### src/rtl/regfile_write_scheduler.sv
// ALU/load writeback arbiter: both sources share one in-order queue feeding the single register-file write port; REGWB_BYPASS_EN adds a youngest-match forwarding search.
// Latency: request accepted at edge N, output stage loaded at N+1, register file written at N+2; one write per cycle sustained.
// Backpressure: readiness derives from registered COUNT only (same-edge pop not credited); the ALU wins the last free slot over memory.
module regfile_write_scheduler #(
    parameter int DEPTH = 4,
    parameter int CW    = 3
) (
    input  logic                     CLK,
    input  logic                     RESET,
    input  logic                     A_VALID,
    input  logic [2:0]               A_ADDR,
    input  logic [7:0]               A_DATA,
    output logic                     A_READY,
    input  logic                     M_VALID,
    input  logic [2:0]               M_ADDR,
    input  logic [7:0]               M_DATA,
    output logic                     M_READY,
    output logic                     WRITE,
    output logic [2:0]               INADDRESS,
    output logic [7:0]               IN,
    output logic [7:0]               PENDING,
    output logic [$clog2(DEPTH):0]   COUNT
`ifdef REGWB_BYPASS_EN
    ,
    input  logic [2:0]               BYP_ADDR,
    output logic                     BYP_HIT,
    output logic [7:0]               BYP_DATA
`endif
);

    localparam int AW = $clog2(DEPTH);
    localparam int NW = AW + 1;
    localparam logic [NW-1:0] FULL    = NW'(DEPTH);
    localparam logic [NW-1:0] FULL_M1 = NW'(DEPTH - 1);

    logic [2:0]    q_addr [DEPTH];
    logic [7:0]    q_data [DEPTH];
    logic [AW-1:0] rd_ptr;
    logic [AW-1:0] wr_ptr;
    logic [NW-1:0] count_q;

    logic [CW-1:0] pend_q   [8];
    logic [CW-1:0] pend_nxt [8];

    logic          a_push;
    logic          m_push;
    logic          pop;
    logic [AW-1:0] m_slot;
    logic [NW-1:0] count_nxt;

    assign COUNT = count_q;

    always_comb begin
        A_READY   = (count_q < FULL);
        M_READY   = (count_q < FULL_M1) || ((count_q < FULL) && !A_VALID);
        a_push    = A_VALID && A_READY;
        m_push    = M_VALID && M_READY;
        pop       = (count_q != '0);
        // When both push on one edge, A takes the older slot.
        m_slot    = wr_ptr + AW'(a_push);
        count_nxt = count_q + NW'(a_push) + NW'(m_push) - NW'(pop);
    end

    // Queue storage needs no reset: occupancy alone decides which slots are live.
    always_ff @(posedge CLK) begin
        if (a_push) begin
            q_addr[wr_ptr] <= A_ADDR;
            q_data[wr_ptr] <= A_DATA;
        end
        if (m_push) begin
            q_addr[m_slot] <= M_ADDR;
            q_data[m_slot] <= M_DATA;
        end
    end

    always_ff @(posedge CLK or negedge RESET) begin
        if (!RESET) begin
            rd_ptr    <= '0;
            wr_ptr    <= '0;
            count_q   <= '0;
            WRITE     <= 1'b0;
            INADDRESS <= '0;
            IN        <= '0;
        end else begin
            rd_ptr  <= rd_ptr + AW'(pop);
            wr_ptr  <= wr_ptr + AW'(a_push) + AW'(m_push);
            count_q <= count_nxt;
            WRITE   <= pop;
            if (pop) begin
                INADDRESS <= q_addr[rd_ptr];
                IN        <= q_data[rd_ptr];
            end
        end
    end

    // Each counter tracks writes to its register still in the queue or output stage.
    always_comb begin
        PENDING = '0;
        for (int r = 0; r < 8; r++) begin
            pend_nxt[r] = pend_q[r]
                        + CW'(a_push && (A_ADDR == 3'(r)))
                        + CW'(m_push && (M_ADDR == 3'(r)))
                        - CW'(WRITE && (INADDRESS == 3'(r)));
            PENDING[r]  = (pend_q[r] != '0);
        end
    end

    always_ff @(posedge CLK or negedge RESET) begin
        if (!RESET) begin
            for (int r = 0; r < 8; r++) pend_q[r] <= '0;
        end else begin
            for (int r = 0; r < 8; r++) pend_q[r] <= pend_nxt[r];
        end
    end

`ifdef REGWB_BYPASS_EN
    logic [AW-1:0] byp_idx;

    // Scan oldest to youngest so the last match seen is the youngest write.
    always_comb begin
        BYP_HIT  = 1'b0;
        BYP_DATA = '0;
        byp_idx  = '0;
        if (WRITE && (INADDRESS == BYP_ADDR)) begin
            BYP_HIT  = 1'b1;
            BYP_DATA = IN;
        end
        for (int i = 0; i < DEPTH; i++) begin
            byp_idx = rd_ptr + AW'(i);
            if ((NW'(i) < count_q) && (q_addr[byp_idx] == BYP_ADDR)) begin
                BYP_HIT  = 1'b1;
                BYP_DATA = q_data[byp_idx];
            end
        end
    end
`endif

endmodule

### config.mk
export PLATFORM = sky130hd
export DESIGN_NAME = regfile_write_scheduler
export DESIGN_NICKNAME = d
export VERILOG_FILES = /design/src/rtl/regfile_write_scheduler.sv
export SDC_FILE = /design/constraint.sdc
export NUM_CORES = 1
export LEC_CHECK = 0
export ABC_AREA = 1
export BUFFER_PORTS_ARGS = -buffer_cell sky130_fd_sc_hd__buf_2
export CORE_ASPECT_RATIO = 0.9
export CORE_MARGIN = 2
export CORE_UTILIZATION = 45
export CTS_CLUSTER_DIAMETER = 50
export DETAILED_ROUTE_END_ITERATION = 8
export PLACE_DENSITY = 0.75
export SYNTH_ARGS = -nofsm -noshare
export SYNTH_HDL_FRONTEND = slang
export SYNTH_SLANG_ARGS = --single-unit
### constraint.sdc
create_clock -name CLK -period 4.98 [get_ports CLK]
set_input_delay 1.494 -clock CLK [delete_from_list [all_inputs] [get_ports CLK]]
set_output_delay 1.494 -clock CLK [all_outputs]
set_load 0.01 [all_outputs]
# Yosys cells after proc, flatten, opt, wreduce, memory -nomap -nowiden
# Memory sizes are Yosys's and may differ from the RTL's. A register that Yosys moved wholly into a read port is not among the register bits.
# Index checks and enable logic that the tools add are counted.
# word_totals
ff_bits,32
mem_bits_rw,44
out_inout_bits,25
elab_cells,114
n_memories,2
# memory_table
memory,depth,word_bits,rd,rd_ports_with_merged_regs,write_ports,line,source
q_data,4,8,1,1,2,37,logic [7:0] q_data [DEPTH];
q_addr,4,3,1,1,2,36,logic [2:0] q_addr [DEPTH];
# classes
n_addsub,30
magnitude_cmp,2
eq_ne,21
n_mux,4
reduce_logical,43
# op_table
operator,n
$add 3x1->3,18
$eq 3x3->1 const B,12
$logic_and 1x1->1,27
$reduce_bool 3->1,9
$sub 3x1->3,9
$eq 3x2->1 const B,6
$eq 3x1->1 const B,3
$logic_not 3->1,3
$add 2x1->2,3
$mux 1,4
$logic_not 1->1,3
$lt 3x2->1 const B,1
$lt 3x3->1 const B,1
$logic_or 1x1->1,1

# Logic depth before layout (Yosys ltp)
# logic_depth
word_depth,7
ltp_mapped,14
mapped_depth_nobuf,13

# Least setup slack after synthesis
# OpenSTA, ideal clock, no wires.
# synth_timing
path_type,input-to-reg
from,input port A_VALID
to,"memory q_addr[2][0], enable pin"
t_arrival_ps,3275
required_time_ps,4586
path_slack_ps,1311
path_stages,7
path_buffers,1
path_cell_list,inv_1 nor2_2 ha_1 inv_1 nand3_2 buf_2 o21ai_0
# synth_rtl
element,line,source
start: declaration,10,"input logic A_VALID,"
end: declaration,36,

==> summary.txt <==
Status
  • Status: finished clean

Timing
  • Final min period: 3.48 ns
  • Final Setup Violations: 0
  • Slew headroom: 34.4%
  • RSZ-0062 raised after global routing: false
  • Fin. Hold Viols: 0
  • Worst Max-Slew Pin Slew: 0.984 ns
  • Clock skew: 0.00614 ns
  • Fin. max-slew vios: 0
  • Final Cycle Share: 69.9%
  • Fmax: 287 MHz
  • TNS Setup: 0 ns

Clocking
  • CTS buffer count: 9
  • Post-CTS setup buffer count: 0
  • Clock slew at reported path FFs: 0.06 ns
  • CTS hold repair buffers: 0
  • Clock Path Buffers: 2
  • Resize count post-CTS: 0
  • CTS tree: done
  • Root buffer cell: clkbuf_16
  • Htree depth: 3
  • Clk Latency, worst-skew pair: 0.34 ns
  • # clock sinks: 87

Setup path
  • Cell family with most CP delay: adder cells
  • Largest fanout on the critical path: 6
  • Critical path data arrival time: 3.74 ns
  • Cell repeated most along the worst path: inv_1
  • Largest stage delay, worst path: 0.40 ns
  • Startpoint types: input pin
  • CP Class: input pin to flip-flop
  • Worst setup EP type: flip-flop
  • Worst path bufs/invs: 4
  • R2r setup slk: 2.32 ns
  • Crit-path cells: buf_2 -> inv_1 -> nor2_2 -> inv_1 -> nor2_1 -> nand2_1 -> ha_1 -> inv_1 -> fa_1 -> fa_1 -> xnor2_1 -> xor2_1
  • Critical Path RT: 5.24 ns
  • Slowest CP cell: fa_1

Place
  • Placed instance area: 5320 um^2
  • RD Place Congestion: 0.846
  • IO buf count: 50
  • Dpl cells: 771
  • HPWL Detailed: 7530 um

Global route
  • GR Overflow Total: 0
  • Global-route wire length before repair: 18000 um
  • Initial antenna violation count: 0
  • Largest net degree at the start of global routing: 46
  • Gr usage total: 19.3%
  • Vias in the first global route: 3626

Synthesis
  • Mean Syn Cell Area: 8.52 um^2
  • Post-synthesis sequential area ratio: 47.8%
  • Distinct cells, synth: 26
  • Yosys warning count: 0
  • Number of synthesized register bits: 87
  • Mapped Nets: 646
  • Mapped Cells: 589
  • Mapped Area: 5020 um^2

Routing
  • Routed Wire Length: 10800 um
  • ANT nets after route: 0
  • Drt initial violations: 190
  • Vias per cell: 4.78
  • Via count: 3764
  • DRT Pass-1 Iters: 5
  • Drt drc: 0
  • Mean routed wirelength per cell: 13.7 um

Floorplan
  • Die ar.: 12000 um^2
  • CORE AREA: 10900 um^2
  • Initial Util: 46.2%
  • # rows: 36
  • Die height: 104 um
  • Chip Width: 115 um
  • I/O pins: 51

Min path
  • HP Class: flip-flop to flip-flop

Final layout
  • Filler cells: 1009
  • Commonest non-fill, non-tap cell in the layout: nand2_1
  • Diode count: 0
  • Nets@finish: 687
  • Share of layout cells above drive strength 1: 13.5%
  • Most frequent cells in the layout: 211 x nand2_1, 73 x inv_1, 67 x nor2_1
  • Multi-input gate area: 2160 um^2
  • P&R area growth vs syn: 11.8%
  • Non-filler cells, final: 787
  • Sequential Area: 2400 um^2
  • Fin area: 5610 um^2

Pwr
  • Pwr dens: 642 nW/um^2
  • VDD IR max: 0.370 mV
  • Leakage: 0.00273 uW

Flow run
  • Number of max-cap violations: 0
-- registers in the layout, summed over array words and instances (netlist names) --
register / cells
rd_ptr: 2
q_data: 32
COUNT: 3
pend_q: 24
q_addr: 12
INADDRESS: 3
WRITE: 1
IN: 8
wr_ptr: 2
-- per-layer routing --
metal  up-vias  part of all wire [%]  wire length (um)  GRT usage (%)
li1       1883                     -                 -              -
met1      1768                    43              4670           26.0
met2        97                    50              5370           31.4
met3        16                   5.5               591           3.79
met4         0                   1.5               162           6.37
met5         -                     0                 0              0
-- Yosys cell counts, drive strengths merged --
cell type / number / area, um^2
or3: 3 / 18.8
fa: 17 / 340
buf: 23 / 169
nand2: 217 / 835
dfrtp: 43 / 1080
nor3: 1 / 5.00
nor2: 73 / 304
ha: 14 / 175
xor2: 11 / 96.3
inv: 75 / 282
xnor2: 8 / 70.1
nand3: 30 / 178
clkbuf: 2 / 7.51
clkinv: 1 / 3.75
edfxtp: 44 / 1320
o21ai: 27 / 135
-- report_power, final --
group	internal (uW)	switching, uW	total [uW]
clock	386	277	663
sequential	1110	182	1300
combinational	578	1070	1640
total	2080	1520	3600
-- path summary, 6_finish.rpt --
check | start | end | cells past startpoint
max | A_VALID | pend_q[17] | 12
max reg2reg | COUNT[2] | pend_q[17] | 10
max in group asynchronous | RESET | IN[6] | 1
min reg2reg | IN[4] | IN[4] | 2
min in group asynchronous | RESET | COUNT[0] | 1
min | IN[4] | IN[4] | 2
-- cell type report --
cell class / instances / share of cell area [%]
clock buffer: 10 / 4.08
clock inverter: 6 / 1.09
inverter: 76 / 5.09
multi-input combinational: 401 / 38.5
sequential: 87 / 42.7
tap: 152 / 3.39
timing repair buffer: 55 / 5.13
-- worst reg2reg max path: stages (launching register included) --
cell and delay (ns):
dfrtp_1 0.42, nor2_2 0.25, inv_1 0.11, nor2_1 0.25, nand2_1 0.09, ha_1 0.28
inv_1 0.05, fa_1 0.40, fa_1 0.38, xnor2_1 0.17, xor2_1 0.18
-- through the flow --
stage	setup WS, ns	power [uW]	utilization, %	hold slack, ns
3_5_place_dp	1.19	2950	49.0	0.460
2_1_floorplan	1.31	2530	-	0.442
5_1_grt	1.38	3910	51.7	0.495
3_3_place_gp	1.24	2860	49.0	0.453
6_report	1.50	3600	51.7	0.472
4_1_cts	1.51	3630	51.7	0.477
-- kinds of logic (layout without fill, tap and decap cells) --
group	count (synthesis)	count (layout)	share of synthesized area, %
simple gates	324	324	26.7
compound gates	27	27	2.69
buf+inv	101	147	9.20
flops	87	87	47.8
fa+ha+maj	31	31	10.3
xor+xnor	19	19	3.32
Note: power is estimated with default switching activity, not from simulation.
